### config.mk
export PLATFORM = sky130hd
export DESIGN_NAME = irda_tx
export DESIGN_NICKNAME = d
export VERILOG_FILES = /design/src/rtl/irda_tx.sv
export SDC_FILE = /design/constraint.sdc
export NUM_CORES = 1
export LEC_CHECK = 0
export BUFFER_PORTS_ARGS = -buffer_cell sky130_fd_sc_hd__buf_2
export CAP_MARGIN = 25
export CELL_PAD_IN_SITES_DETAIL_PLACEMENT = 1
export CELL_PAD_IN_SITES_GLOBAL_PLACEMENT = 1
export CORE_MARGIN = 5
export CORE_UTILIZATION = 47
export CTS_CLUSTER_SIZE = 24
export DETAILED_ROUTE_END_ITERATION = 10
export MAX_ROUTING_LAYER = met4
export PLACE_DENSITY = 0.87
export SYNTH_ARGS = -nofsm -noshare
export SYNTH_HDL_FRONTEND = slang
export SYNTH_SLANG_ARGS = --single-unit
### constraint.sdc
create_clock -name clk -period 4.59 [get_ports clk]
set_input_delay 0.918 -clock clk [delete_from_list [all_inputs] [get_ports clk]]
set_output_delay 0.918 -clock clk [all_outputs]
set_load 0.005 [all_outputs]
### src/rtl/irda_tx.sv
// IrDA SIR transmitter: double-buffered byte intake, UART-style framing,
// and one registered IR pulse per 0-bit inside the baud generator's txir window.
module irda_tx #(
   parameter int DATA_BITS = 8,
   parameter int STOP_BITS = 1
) (
   input  logic                 clk,
   input  logic                 rst,
   input  logic [DATA_BITS-1:0] tx_data,
   input  logic                 tx_valid,
   output logic                 tx_ready,
   input  logic                 baud_full,
   input  logic                 baud_txir,
   output logic                 baud_ena,
   output logic                 ir_tx,
   output logic                 busy
);

   localparam int CNT_W = (DATA_BITS > 1) ? $clog2(DATA_BITS) : 1;
   localparam logic [CNT_W-1:0] DATA_LAST = CNT_W'(DATA_BITS - 1);
   localparam logic [CNT_W-1:0] STOP_LAST = CNT_W'(STOP_BITS - 1);

   typedef enum logic [1:0] {S_IDLE, S_START, S_DATA, S_STOP} state_t;

   state_t               r_state;
   state_t               w_state_nxt;
   logic [DATA_BITS-1:0] r_shift;
   logic [DATA_BITS-1:0] r_hold;
   logic                 r_hold_full;
   logic [CNT_W-1:0]     r_bit_cnt;
   logic                 r_ir_tx;

   logic w_accept;
   logic w_load;
   logic w_shift;
   logic w_cnt_inc;
   logic w_cnt_clr;
   logic w_cur_bit;

   // Accept only into an empty holding register, so it can never collide with a load.
   assign w_accept = tx_valid && !r_hold_full;

   always_ff @(posedge clk or negedge rst) begin
      if (!rst) r_state <= S_IDLE;
      else      r_state <= w_state_nxt;
   end

   always_comb begin
      w_state_nxt = r_state;
      w_load      = 1'b0;
      w_shift     = 1'b0;
      w_cnt_inc   = 1'b0;
      w_cnt_clr   = 1'b0;
      w_cur_bit   = 1'b1;
      case (r_state)
         S_IDLE: begin
            if (r_hold_full) begin
               w_load      = 1'b1;
               w_state_nxt = S_START;
            end
         end
         S_START: begin
            w_cur_bit = 1'b0;
            if (baud_full) w_state_nxt = S_DATA;
         end
         S_DATA: begin
            w_cur_bit = r_shift[0];
            if (baud_full) begin
               w_shift = 1'b1;
               if (r_bit_cnt == DATA_LAST) begin
                  w_cnt_clr   = 1'b1;
                  w_state_nxt = S_STOP;
               end else begin
                  w_cnt_inc = 1'b1;
               end
            end
         end
         S_STOP: begin
            if (baud_full) begin
               if (r_bit_cnt == STOP_LAST) begin
                  // Chain straight into the next START when a byte is already waiting.
                  if (r_hold_full) begin
                     w_load      = 1'b1;
                     w_state_nxt = S_START;
                  end else begin
                     w_state_nxt = S_IDLE;
                  end
               end else begin
                  w_cnt_inc = 1'b1;
               end
            end
         end
         default: w_state_nxt = S_IDLE;
      endcase
   end

   always_ff @(posedge clk or negedge rst) begin
      if (!rst) begin
         r_hold      <= '0;
         r_hold_full <= 1'b0;
      end else if (w_accept) begin
         r_hold      <= tx_data;
         r_hold_full <= 1'b1;
      end else if (w_load) begin
         r_hold_full <= 1'b0;
      end
   end

   always_ff @(posedge clk or negedge rst) begin
      if (!rst) begin
         r_shift <= '0;
      end else if (w_load) begin
         r_shift <= r_hold;
      end else if (w_shift) begin
         r_shift <= {1'b0, r_shift[DATA_BITS-1:1]};
      end
   end

   // bit_cnt doubles as the stop-bit counter, so every load must clear it.
   always_ff @(posedge clk or negedge rst) begin
      if (!rst) begin
         r_bit_cnt <= '0;
      end else if (w_load || w_cnt_clr) begin
         r_bit_cnt <= '0;
      end else if (w_cnt_inc) begin
         r_bit_cnt <= r_bit_cnt + 1'b1;
      end
   end

   always_ff @(posedge clk or negedge rst) begin
      if (!rst) r_ir_tx <= 1'b0;
      else      r_ir_tx <= (r_state != S_IDLE) && !w_cur_bit && baud_txir;
   end

   assign tx_ready = !r_hold_full;
   assign baud_ena = (r_state != S_IDLE);
   assign busy     = (r_state != S_IDLE);
   assign ir_tx    = r_ir_tx;

endmodule

---- Yosys cells after proc, flatten, opt, wreduce, memory -nomap -nowiden ----
Index checks and enable logic that the tools add are counted.
operators by class
  add/sub/neg operators ................... 1
  equality and inequality tests ........... 10
  mux-type cells .......................... 29
  reductions and logical operators ........ 13
operators with widths
  operator                                                          number
  8-bit 2-to-1 mux                                                  2
  1-bit 2-to-1 mux                                                  15
  2-bit 2-to-1 mux                                                  6
  2-bit inequality test (second input constant)                     6
  2-bit one-hot mux with 4 select lines                             1
  2-bit nonzero test                                                4
  3-bit 2-to-1 mux                                                  2
  1-bit one-hot mux with 2 select lines                             3
  6-bit AND reduction                                               1
  2-bit == test (second input constant)                             2
  3-bit by 1-bit adder with 3-bit output (second input constant)    1
  3-bit == test (second input constant)                             1
  1-bit logical AND                                                 3
  3-bit zero test                                                   1
  2-bit by 1-bit == test with 1-bit output (second input constant)  1
  1-bit zero test                                                   2
  2-bit zero test                                                   1
  1-bit logical OR                                                  1
storage, ports and cells
  register bits after elaboration ......... 23
  input bits .............................. 13
  output and inout port bits .............. 4
  logic and storage cells ................. 59

---- Longest topological paths before layout ----
  depth in word-level cells ............... 6
  gate-level depth with buffers ........... 8
  mapped depth without buffers ............ 6

---- Worst setup path before layout ----
Ideal clock, no wire load.
  kind .................................... in2reg
  start point ............................. in baud_full
  end point ............................... reg r_state[1]
  library setup time ...................... 127 ps
  arrival time ............................ 1,789 ps
  required time ........................... 4,463 ps
  path slack .............................. 2,674 ps
  stages on the path ...................... 5
  path buffers ............................ 1
  cells stage by stage .................... buf_4 -> inv_1 -> a2111oi_4 -> nand2_1 -> mux2_1
between the ends
  cells in the longest elaborated chain, start to end .. 2
  elaborated cells between the ends (all ways) .. 4
  those cells by class .................... eq/ne (3); reduce/logical (1)
ends and longest elaborated chain
  item                                    line  source
  from (decl)                             12    input logic baud_full,
  2-bit inequality test (no source line)  -
  6-bit AND reduction (no source line) *  -
  to (signal assigned)                    45    else r_state <= w_state_nxt;
  to (decl)                               25    state_t r_state;
Every way passes the cells marked *; elsewhere a longest branch is shown, timed or not.
A chain may end at the register's enable or synchronous reset.

---- Final worst setup path ----
  start point ............................. reg r_state[0]
  end point ............................... out baud_ena
between the ends
  cells in the longest elaborated chain, start to end .. 1
ends and longest elaborated chain
  item                line  source
  2-bit nonzero test  136   assign baud_ena = (r_state != S_IDLE);
  to (decl)           14    output logic baud_ena,
Every way passes these cells.

==> impl_metrics.toml <==
[final_layout]
layout-drive-gt1-share = 0.2213
final_area_sq_um = 1315
final_common_cell = "dfrtp_1"
fin_util = 0.5308
antennaDiodeCount = 0
layout_common_cells = "dfrtp_1, buf_2, nor2_1"
nets = 144
syn2layout_area_growth_pct = 8.687

[worst_setup_path]
cp.arrival_ns = 1.33
path_delay_family = "flip-flops"
crit_type = "reg2out"
crit_buf_inv = 3
critPathLaunchType = "flip-flop"
r2r-end = "r_state[1]"
max_stage_delay_ns = 0.45
required_ns = 3.67
cp_max_fo = 5
critPathCaptureType = "output pin"
rr_worst_depth = 6
critPathLaunch = "r_state[0]"
crit_chain = "inv_1, ha_1, inv_1, buf_2"
cp_slowest_cell = "dfrtp_1"
r2r_start = "r_state[0]"
regToRegSetupSlack_ns = 2.68
cpMostUsedCell = "inv_1"

[drt]
wl_per_cell_um = 14.37
drtAntennaViolNets = 0
vias = 813
post-route-drc-count = 0
drtIter0Drc = 34
wl_mm = 2.184
vias_per_cell = 5.349
first_pass_iters = 4

[pwr]
p_clk_frac = 0.112
p_sw_uw = 335.4
total_power_uw = 859.5
pwr-share-seq = 0.430
vdd.ir_drop.worst_uv = 357.5
p_per_area_nw_per_um2 = 653.6
power.internal_uw = 524.2
p_leak_nw = 0.6566
p_comb_frac = 0.459
swShare = 0.3902

[clocking]
htreeDepth = 1
path_clk_slew_ns = 0.13
clk_latency_ns = 0.31
clockRootBuffer = "clkbuf_4"
post_cts_resized = 0
postCtsSetupBuffers = 0
hold_buffers = 0
cts_tree = "yes"
clock_path_buffers = 2
clock_sinks = 23
cts_made_buffers = 3

[place]
globalplace.congestion = 0.7737
portBuffers = 16
dpl_cell_area_sq_um = 1285
hpwl_mm = 1.766

[synth]
synthCells = 107
seq_area_frac_synth = 0.4757
synthMuxAreaShare = 0.1406
yosysWarnings = 0
syn_avg_cell_area_sq_um = 11.31
synth_fa_ha_area_frac = 0.08273
yosys.area_share.xor_xnor = 0.007239
synthSimpleGateAreaFrac = 0.1127
yosys_register_bits = 23
syn_area_sq_um = 1210
synth_nets = 128
synth-compound-area-share = 0.1210
synth_top_family_by_area = "multiplexers"
ys_types = 31

[hold_path]
whs_path_depth = 1
hold_end = "r_hold[1]"
hp-start = "r_hold[1]"
min_path_type = "reg2reg"

[timing]
hold_violations = 0
layout_min_cycle_time_ns = 2.245
whs_ns = 0.5019
fmax_mhz = 445.5
slew_viol_final = 0
final.period_utilization = 0.4890
setup_viol = 0
rsz0062_at_grt = "no"
relSlewSlack = 0.5371
worstMarginPinSlew_ns = 0.6929
finalClockSkew_ns = 0.003578
setup_tns_ns = 0

[global_routing]
antenna_found_initial = 0
grt_pass1_vias = 936
grt_first_pass_wirelength_mm = 4.071
groute.usage.overall = 0.1541
grt_max_degree = 24
globalRoute.totalOverflow = 0

[die]
die-area_sq_um = 3689
io_pins = 17
row_count = 18
die_h_um = 60.74
die_w_um = 60.74
start_util = 0.4884
coreArea_sq_um = 2477

[run_status]
status = "completed"

[flow_run]
drv_cap = 0
## kinds of logic (layout without fill, tap and decap cells)
kind of cell,after synthesis,count (layout)
buffers and inverters,13,28
xor gates and xnor gates,1,1
and+or+nand+nor,27,27
AOI/OAI and AO/OA,19,19
muxes,16,16
adders and majority gates,8,8
DFF,23,23
## power groups by stage
stage               clock [mW]  sequential [mW]  combinational [mW]
floorplan                    0            0.354               0.338
global placement             0            0.367               0.374
detailed placement           0            0.376               0.405
CTS                      0.101            0.370               0.405
global route             0.111            0.383               0.455
finish                  0.0960            0.369               0.394
## area by class of cell
class / count / area, sq um
clock buffers: 3 / 22.52
clock inverters: 1 / 7.507
fillers: 285 / 1162
inverters: 8 / 30.03
multi-input cells: 71 / 561.8
flip-flops and latches: 23 / 575.6
well taps: 30 / 37.54
repair buffers: 16 / 80.08
## flip-flops by register name, indices dropped and copies added (netlist names)
name and flops:
ir_tx 1, r_bit_cnt 3, r_hold 8, r_hold_full 1, r_shift 8, r_state 2
## metal layers
layer | wire length (um) | GRT usage | vias to the layer above | share of wire
met5 | 0 | - | - | 0
met4 | 32 | 0.03715 | 0 | 0.015
met3 | 85 | 0.04681 | 4 | 0.039
met2 | 1116 | 0.2626 | 15 | 0.51
met1 | 949 | 0.1772 | 400 | 0.43
li1 | - | - | 394 | -
## worst reg2reg max path: stages, from the launching register on
cell	delay [ns]
dfrtp_1	0.45
inv_1	0.12
ha_1	0.33
nor2b_1	0.21
a2111oi_4	0.24
nand2_1	0.13
mux2_1	0.33
## how the worst max path moves through the flow
stage / endpoint / slack (ns) / cells after the start
6_report: baud_ena / 2.35 / 4
2_1_floorplan: r_state[1] / 2.67 / 5
3_3_place_gp: r_hold[5] / 2.48 / 3
3_5_place_dp: r_shift[7] / 2.44 / 5
5_1_grt: baud_ena / 2.23 / 4
4_1_cts: baud_ena / 2.32 / 4
## stage by stage
step,instances,setup WS [ns]
global placement,148,2.477
detailed placement,148,2.440
global route,152,2.226
finish,152,2.345
floorplan,107,2.674
CTS,152,2.324
## cells in the mapped netlist
cell type  count  area share
dfrtp_1       23        0.48
nor2_1        10       0.031
ha_1           8       0.083
inv_1          8       0.025
mux2i_1        8       0.066
a21oi_1        6       0.025
nand2_1        6       0.019
mux2_1         5       0.047
nor2b_1        4       0.021
mux2_2         3       0.028
o21ai_0        3       0.012
buf_4          2       0.012
buf_6          2       0.019
nand3_1        2      0.0083
a2111oi_4      1       0.023
a211o_1        1      0.0072
a21oi_2        1      0.0072
a22oi_1        1      0.0062
a31o_2         1      0.0072
a31oi_1        1      0.0052
and4bb_1       1       0.010
buf_2          1      0.0041
nand2b_1       1      0.0052
nand3b_1       1      0.0062
nand4b_1       1      0.0072
nor2_2         1      0.0052
o2111a_1       1      0.0093
o21a_1         1      0.0062
o21ai_1        1      0.0041
o2bb2a_1       1      0.0083
xnor2_1        1      0.0072
No activity file was read; power rests on OpenSTA's default activity.
